### src/rtl/fc_layer_scheduler.sv
// fc_layer_scheduler: start/done sequencer for one fully-connected layer on
// the 8-lane MAC datapath. Walks output neurons tile by tile, streams every
// IFM element with one packed weight word, then drains the tile's
// accumulators downstream one lane at a time.
module fc_layer_scheduler #(
  parameter int IFM_SIZE    = 100,
  parameter int OFM_SIZE    = 80,
  parameter int TILING_SIZE = 8,
  parameter int ADDR_WIDTH  = 16,
  localparam int LANE_W     = (TILING_SIZE > 1) ? $clog2(TILING_SIZE) : 1
) (
  input  logic                  clk1,
  input  logic                  rst,
  input  logic                  start,
  input  logic                  ifm_ready,
  input  logic                  wgt_avail,
  input  logic                  ofm_ready,
  output logic                  busy,
  output logic                  done,
  output logic                  ifm_rd_en,
  output logic [ADDR_WIDTH-1:0] ifm_rd_addr,
  output logic                  wgt_read,
  output logic                  mac_en,
  output logic                  acc_clear,
  output logic                  drain_en,
  output logic [LANE_W-1:0]     drain_sel,
  output logic [15:0]           tile_idx
);

  // Layer geometry; the final tile may be partially populated.
  localparam int NUM_TILES  = (OFM_SIZE + TILING_SIZE - 1) / TILING_SIZE;
  localparam int LAST_LANES = OFM_SIZE - (NUM_TILES - 1) * TILING_SIZE;

  localparam logic [ADDR_WIDTH-1:0] K_LAST         = ADDR_WIDTH'(IFM_SIZE - 1);
  localparam logic [LANE_W-1:0]     LANE_FULL_LAST = LANE_W'(TILING_SIZE - 1);
  localparam logic [LANE_W-1:0]     LANE_TAIL_LAST = LANE_W'(LAST_LANES - 1);
  localparam logic [15:0]           TILE_LAST      = 16'(NUM_TILES - 1);

  typedef enum logic [2:0] {
    S_IDLE,
    S_WAIT_IFM,
    S_COMPUTE,
    S_FLUSH,
    S_DRAIN,
    S_DONE
  } state_t;

  state_t                  r_state;
  state_t                  w_next_state;
  logic [ADDR_WIDTH-1:0]   r_k;
  logic [LANE_W-1:0]       r_lane;
  logic [15:0]             r_tile;
  logic                    r_mac_en;
  logic                    r_acc_clear;

  logic                    w_issue;
  logic                    w_k_last;
  logic                    w_tile_last;
  logic                    w_lane_last;

  // One IFM element + one weight word leave the sources this cycle.
  assign w_issue     = (r_state == S_COMPUTE) && wgt_avail;
  assign w_k_last    = (r_k == K_LAST);
  assign w_tile_last = (r_tile == TILE_LAST);
  assign w_lane_last = w_tile_last ? (r_lane == LANE_TAIL_LAST)
                                   : (r_lane == LANE_FULL_LAST);

  // State register.
  always_ff @(posedge clk1) begin
    // NOTE: sequential state uses non-blocking assignment so every flop
    // samples pre-edge values regardless of block evaluation order.
    if (rst) begin
      r_state <= S_IDLE;
    end else begin
      r_state <= w_next_state;
    end
  end

  // Next-state decode.
  always_comb begin
    // NOTE: default assignment first so no path leaves w_next_state
    // unassigned, which would otherwise infer a latch.
    w_next_state = r_state;
    case (r_state)
      S_IDLE: begin
        if (start) begin
          w_next_state = ifm_ready ? S_COMPUTE : S_WAIT_IFM;
        end
      end
      S_WAIT_IFM: begin
        if (ifm_ready) begin
          w_next_state = S_COMPUTE;
        end
      end
      S_COMPUTE: begin
        if (w_issue && w_k_last) begin
          w_next_state = S_FLUSH;
        end
      end
      S_FLUSH: begin
        w_next_state = S_DRAIN;
      end
      S_DRAIN: begin
        if (ofm_ready && w_lane_last) begin
          w_next_state = w_tile_last ? S_DONE : S_COMPUTE;
        end
      end
      S_DONE: begin
        w_next_state = S_IDLE;
      end
      default: begin
        w_next_state = S_IDLE;
      end
    endcase
  end

  // Element, lane and tile counters; all return to zero by the time the
  // FSM is back in IDLE so idle outputs read as zero.
  always_ff @(posedge clk1) begin
    if (rst) begin
      r_k    <= '0;
      r_lane <= '0;
      r_tile <= '0;
    end else begin
      case (r_state)
        S_IDLE: begin
          if (start) begin
            r_k    <= '0;
            r_lane <= '0;
            r_tile <= '0;
          end
        end
        S_COMPUTE: begin
          if (w_issue) begin
            r_k <= w_k_last ? '0 : r_k + ADDR_WIDTH'(1);
          end
        end
        S_FLUSH: begin
          r_lane <= '0;
        end
        S_DRAIN: begin
          if (ofm_ready) begin
            if (w_lane_last) begin
              r_lane <= '0;
              if (!w_tile_last) begin
                r_tile <= r_tile + 16'd1;
                r_k    <= '0;
              end
            end else begin
              r_lane <= r_lane + LANE_W'(1);
            end
          end
        end
        S_DONE: begin
          r_k    <= '0;
          r_lane <= '0;
          r_tile <= '0;
        end
        default: begin
        end
      endcase
    end
  end

  // MAC enables trail the read strobe by the buffer's 1-cycle latency;
  // reset squashes whatever is in flight.
  always_ff @(posedge clk1) begin
    if (rst) begin
      r_mac_en    <= 1'b0;
      r_acc_clear <= 1'b0;
    end else begin
      r_mac_en    <= w_issue;
      r_acc_clear <= w_issue && (r_k == '0);
    end
  end

  // Output decode from the current state.
  always_comb begin
    busy        = 1'b0;
    done        = 1'b0;
    ifm_rd_en   = 1'b0;
    wgt_read    = 1'b0;
    drain_en    = 1'b0;
    drain_sel   = '0;
    case (r_state)
      S_IDLE: begin
      end
      S_WAIT_IFM, S_FLUSH: begin
        busy = 1'b1;
      end
      S_COMPUTE: begin
        busy      = 1'b1;
        ifm_rd_en = w_issue;
        wgt_read  = w_issue;
      end
      S_DRAIN: begin
        busy      = 1'b1;
        drain_en  = 1'b1;
        drain_sel = r_lane;
      end
      S_DONE: begin
        busy = 1'b1;
        done = 1'b1;
      end
      default: begin
      end
    endcase
  end

  assign ifm_rd_addr = r_k;
  assign tile_idx    = r_tile;
  assign mac_en      = r_mac_en;
  assign acc_clear   = r_acc_clear;

endmodule

### config.mk
export PLATFORM = sky130hd
export DESIGN_NAME = fc_layer_scheduler
export DESIGN_NICKNAME = d
export VERILOG_FILES = /design/src/rtl/fc_layer_scheduler.sv
export SDC_FILE = /design/constraint.sdc
export NUM_CORES = 1
export LEC_CHECK = 0
export CAP_MARGIN = 20
export CORE_MARGIN = 4
export CORE_UTILIZATION = 44
export CTS_CLUSTER_DIAMETER = 50
export DETAILED_ROUTE_END_ITERATION = 8
export DONT_BUFFER_PORTS = 1
export PLACE_DENSITY = 0.57
export REMOVE_ABC_BUFFERS = 1
export SETUP_SLACK_MARGIN = 0.05
export SYNTH_ARGS = -nofsm -noshare
export SYNTH_HDL_FRONTEND = slang
export SYNTH_SLANG_ARGS = --single-unit
### constraint.sdc
create_clock -name clk1 -period 2.9 [get_ports clk1]
set_input_delay 0.29 -clock clk1 [delete_from_list [all_inputs] [get_ports clk1]]
set_output_delay 0.29 -clock clk1 [all_outputs]
set_load 0.1 [all_outputs]
==> flow_summary_export.csv <==
group,metric,value,unit
drt,route.detailed.wl_per_inst,15.55,um
cts,clkTransAtPathRegs,0.09,ns
timing,setup_viol,0,
logic_synthesis,yosys_warnings,0,
grt,grt_pass1_vias,2239,
setup_path,critPathMostFrequentCell,"nand2b_1",
drt,wl_met2,2812,um
setup_path,cp-start-kind,"register",
layout,area_delta_synth_final,21.85,%
logic_synthesis,synth_top_area_frac,0.3402,
floorplanning,die_h,81.14,um
setup_path,crit_required,3.11,ns
setup_path,path_cells,"nor2b_1 -> nand2b_1 -> nor3_1 -> nand2b_1 -> o31ai_1",
floorplanning,die_area,6583,um2
setup_path,crit_family,"simple AND/OR/NAND/NOR gates",
logic_synthesis,synth_edf_count,0,
floorplanning,die_x,81.14,um
setup_path,path_buf_inv,0,
setup_path,slowest_delay,0.74,ns
drt,wl_met1,3020,um
place,place_congestion,0.8551,
min_path,min_path_type,"in2reg",
floorplanning,start_util,0.4579,
drt,routed_wl,6360,um
floorplanning,coreArea,5140,um2
drt,route.met3.wl,435,um
grt,antenna_found_initial,0,
setup_path,cpMaxStageDelayCell,"nor3_1",
pwr,finalPower,1.882,mW
drt,ant_nets,0,
timing,drv_slew,0,
logic_synthesis,synth_area_leaders,"dfxtp_1 34%, a21oi_1 8.5%, nand3_1 4.0%",
cts,cts_root_buf,"clkbuf_8",
grt,grt_pass1_wl,10750,um
setup_path,endpoint_kind,"register",
timing,totalNegativeSetupSlack,0,ns
drt,highest_layer,"met4",
floorplanning,num_rows,26,
timing,rsz0062_at_grt,"no",
cts,cts_buffers,5,
outcome,run_status,"completed",
timing,final.period_utilization,0.8867,
logic_synthesis,synth_ff_type,"dfxtp_1",
cts,cts_tree,"yes",
drt,route.detailed.drc,0,
cts,holdBufCountCts,0,
layout,diodes,0,
logic_synthesis,synth_top_cell_by_area,"dfxtp_1",
cts,clkSinkCount,40,
run,drv_cap,0,
drt,drt_pass1_iterations,4,
setup_path,crit_type,"reg2reg",
logic_synthesis,ys_async_sr_fraction,0,
timing,hold_ws,0.04772,ns
grt,grt_max_degree,43,
logic_synthesis,syn_area_per_cell,7.742,um2
timing,fin_crit,2.571,ns
layout,num-fill-cells,498,
cts,insertion_delay,0.30,ns
pwr,ir_worst_vdd,710.4,uV
timing,clock_skew,0.01155,ns
layout,drive_gt1_frac,0.1770,
logic_synthesis,synth_seq_cells,40,
timing,tightest_slew,0.9310,ns
timing,max_clock_freq,388.9,MHz
logic_synthesis,synth.yosys.seq_area_share,0.3402,
grt,track_usage,0.2058,
cts,clockBufferDepth,2,
drt,viasPerCell,5.944,
timing,slew_headroom,0.3785,
drt,route.vias.total,2431,
layout,nets,350,
grt,globalRoute.totalOverflow,0,
logic_synthesis,mappedNetlistArea,2354,um2
place,dp_hpwl,4646,um
floorplanning,io_pins,48,
layout,ff_latch_area,800.8,um2
logic_synthesis,synth_cell_types,49,
setup_path,cp.arrival,2.79,ns
drt,drt_iter0_drc,209,
setup_path,cp_max_fo,15,
timing,hold_viol,0,
cts,cts_setup_buffers,0,
layout,multi_input_comb_area,1440,um2
place,numPortBuffers,0,
cts,post_cts_resized,0,
pwr,p_per_area,656.2,nW/um2
cts,h-tree-depth,2,
logic_synthesis,syn_inst,304,
pwr,power.leakage,1.032,nW
flip-flops by register name, summed over array words and instances, names as in the netlist:
| register | count |
|---|---|
| ifm_rd_addr | 16 |
| tile_idx | 16 |
| r_lane | 3 |
| r_state | 3 |
| acc_clear | 1 |
| mac_en | 1 |
worst paths after layout:
check | start | to | slack (ns) | cells past startpoint
worst max-delay path | r_state[1] | ifm_rd_addr[6] | 0.33 | 5
worst max register to register | r_state[1] | ifm_rd_addr[6] | 0.33 | 5
worst min-delay path | rst | tile_idx[6] | 0.05 | 1
worst min register to register | r_lane[1] | r_lane[1] | 0.46 | 2
power by group:
group / internal (mW) / total [mW] / switching (mW)
sequential: 0.576 / 0.667 / 0.0909
clock: 0.304 / 0.509 / 0.205
combinational: 0.202 / 0.706 / 0.504
total: 1.08 / 1.88 / 0.800
per-stage QoR:
step	util	instance area (um2)	setup slack, ns	std cells
after global placement	0.5334	2741	0.4782	401
final	0.5579	2868	0.3286	409
after floorplan	-	2282	-0.03125	287
after global routing	0.5579	2868	0.05445	409
after detailed placement	0.5334	2741	0.4015	401
after CTS	0.5579	2868	0.3686	409
layout make-up:
class,count,area share
clock buffer,7,0.03360
inverter,12,0.01571
tap,70,0.03054
clock inverter,1,0.01047
sequential,40,0.2792
timing repair buffer,44,0.1283
multi-input combinational,235,0.5022
cells in the final DEF, fill, tap and decap left out, types with 7 or more instances in the layout:
master	netlist	final
a21oi_1	40	39
o31ai_1	7	7
nor2_1	24	24
buf_4	1	41
inv_1	12	11
nand3_1	19	19
or4_1	8	8
nor3_1	14	14
clkbuf_8	0	7
dfxtp_1	40	40
nand2_1	14	14
nand3b_1	11	11
o21ai_0	16	16
metal layers:
| layer | vias to the layer above | global-route usage |
|---|---|---|
| met2 | 83 | 0.3095 |
| met3 | 9 | 0.03437 |
| met5 | - | 0 |
| met1 | 1138 | 0.2945 |
| met4 | 0 | 0.07432 |
| li1 | 1201 | - |
cells by family after synthesis:
| family | synth area share |
|---|---|
| and+or+nand+nor | 0.3355 |
| AOI/OAI and AO/OA | 0.2228 |
| DFF | 0.3402 |
| buffers and inverters | 0.04944 |
| adders and majority gates | 0.03190 |
| xor gates and xnor gates | 0.01117 |
| muxes | 0.009038 |
cells in the mapped netlist (7+ instances only):
library cell / count
a21oi_1: 40
clkbuf_1: 13
dfxtp_1: 40
inv_1: 12
nand2_1: 14
nand3_1: 19
nand3b_1: 11
nor2_1: 24
nor3_1: 14
o21ai_0: 16
o31ai_1: 7
or4_1: 8
Note: power is estimated with default switching activity, not from simulation.
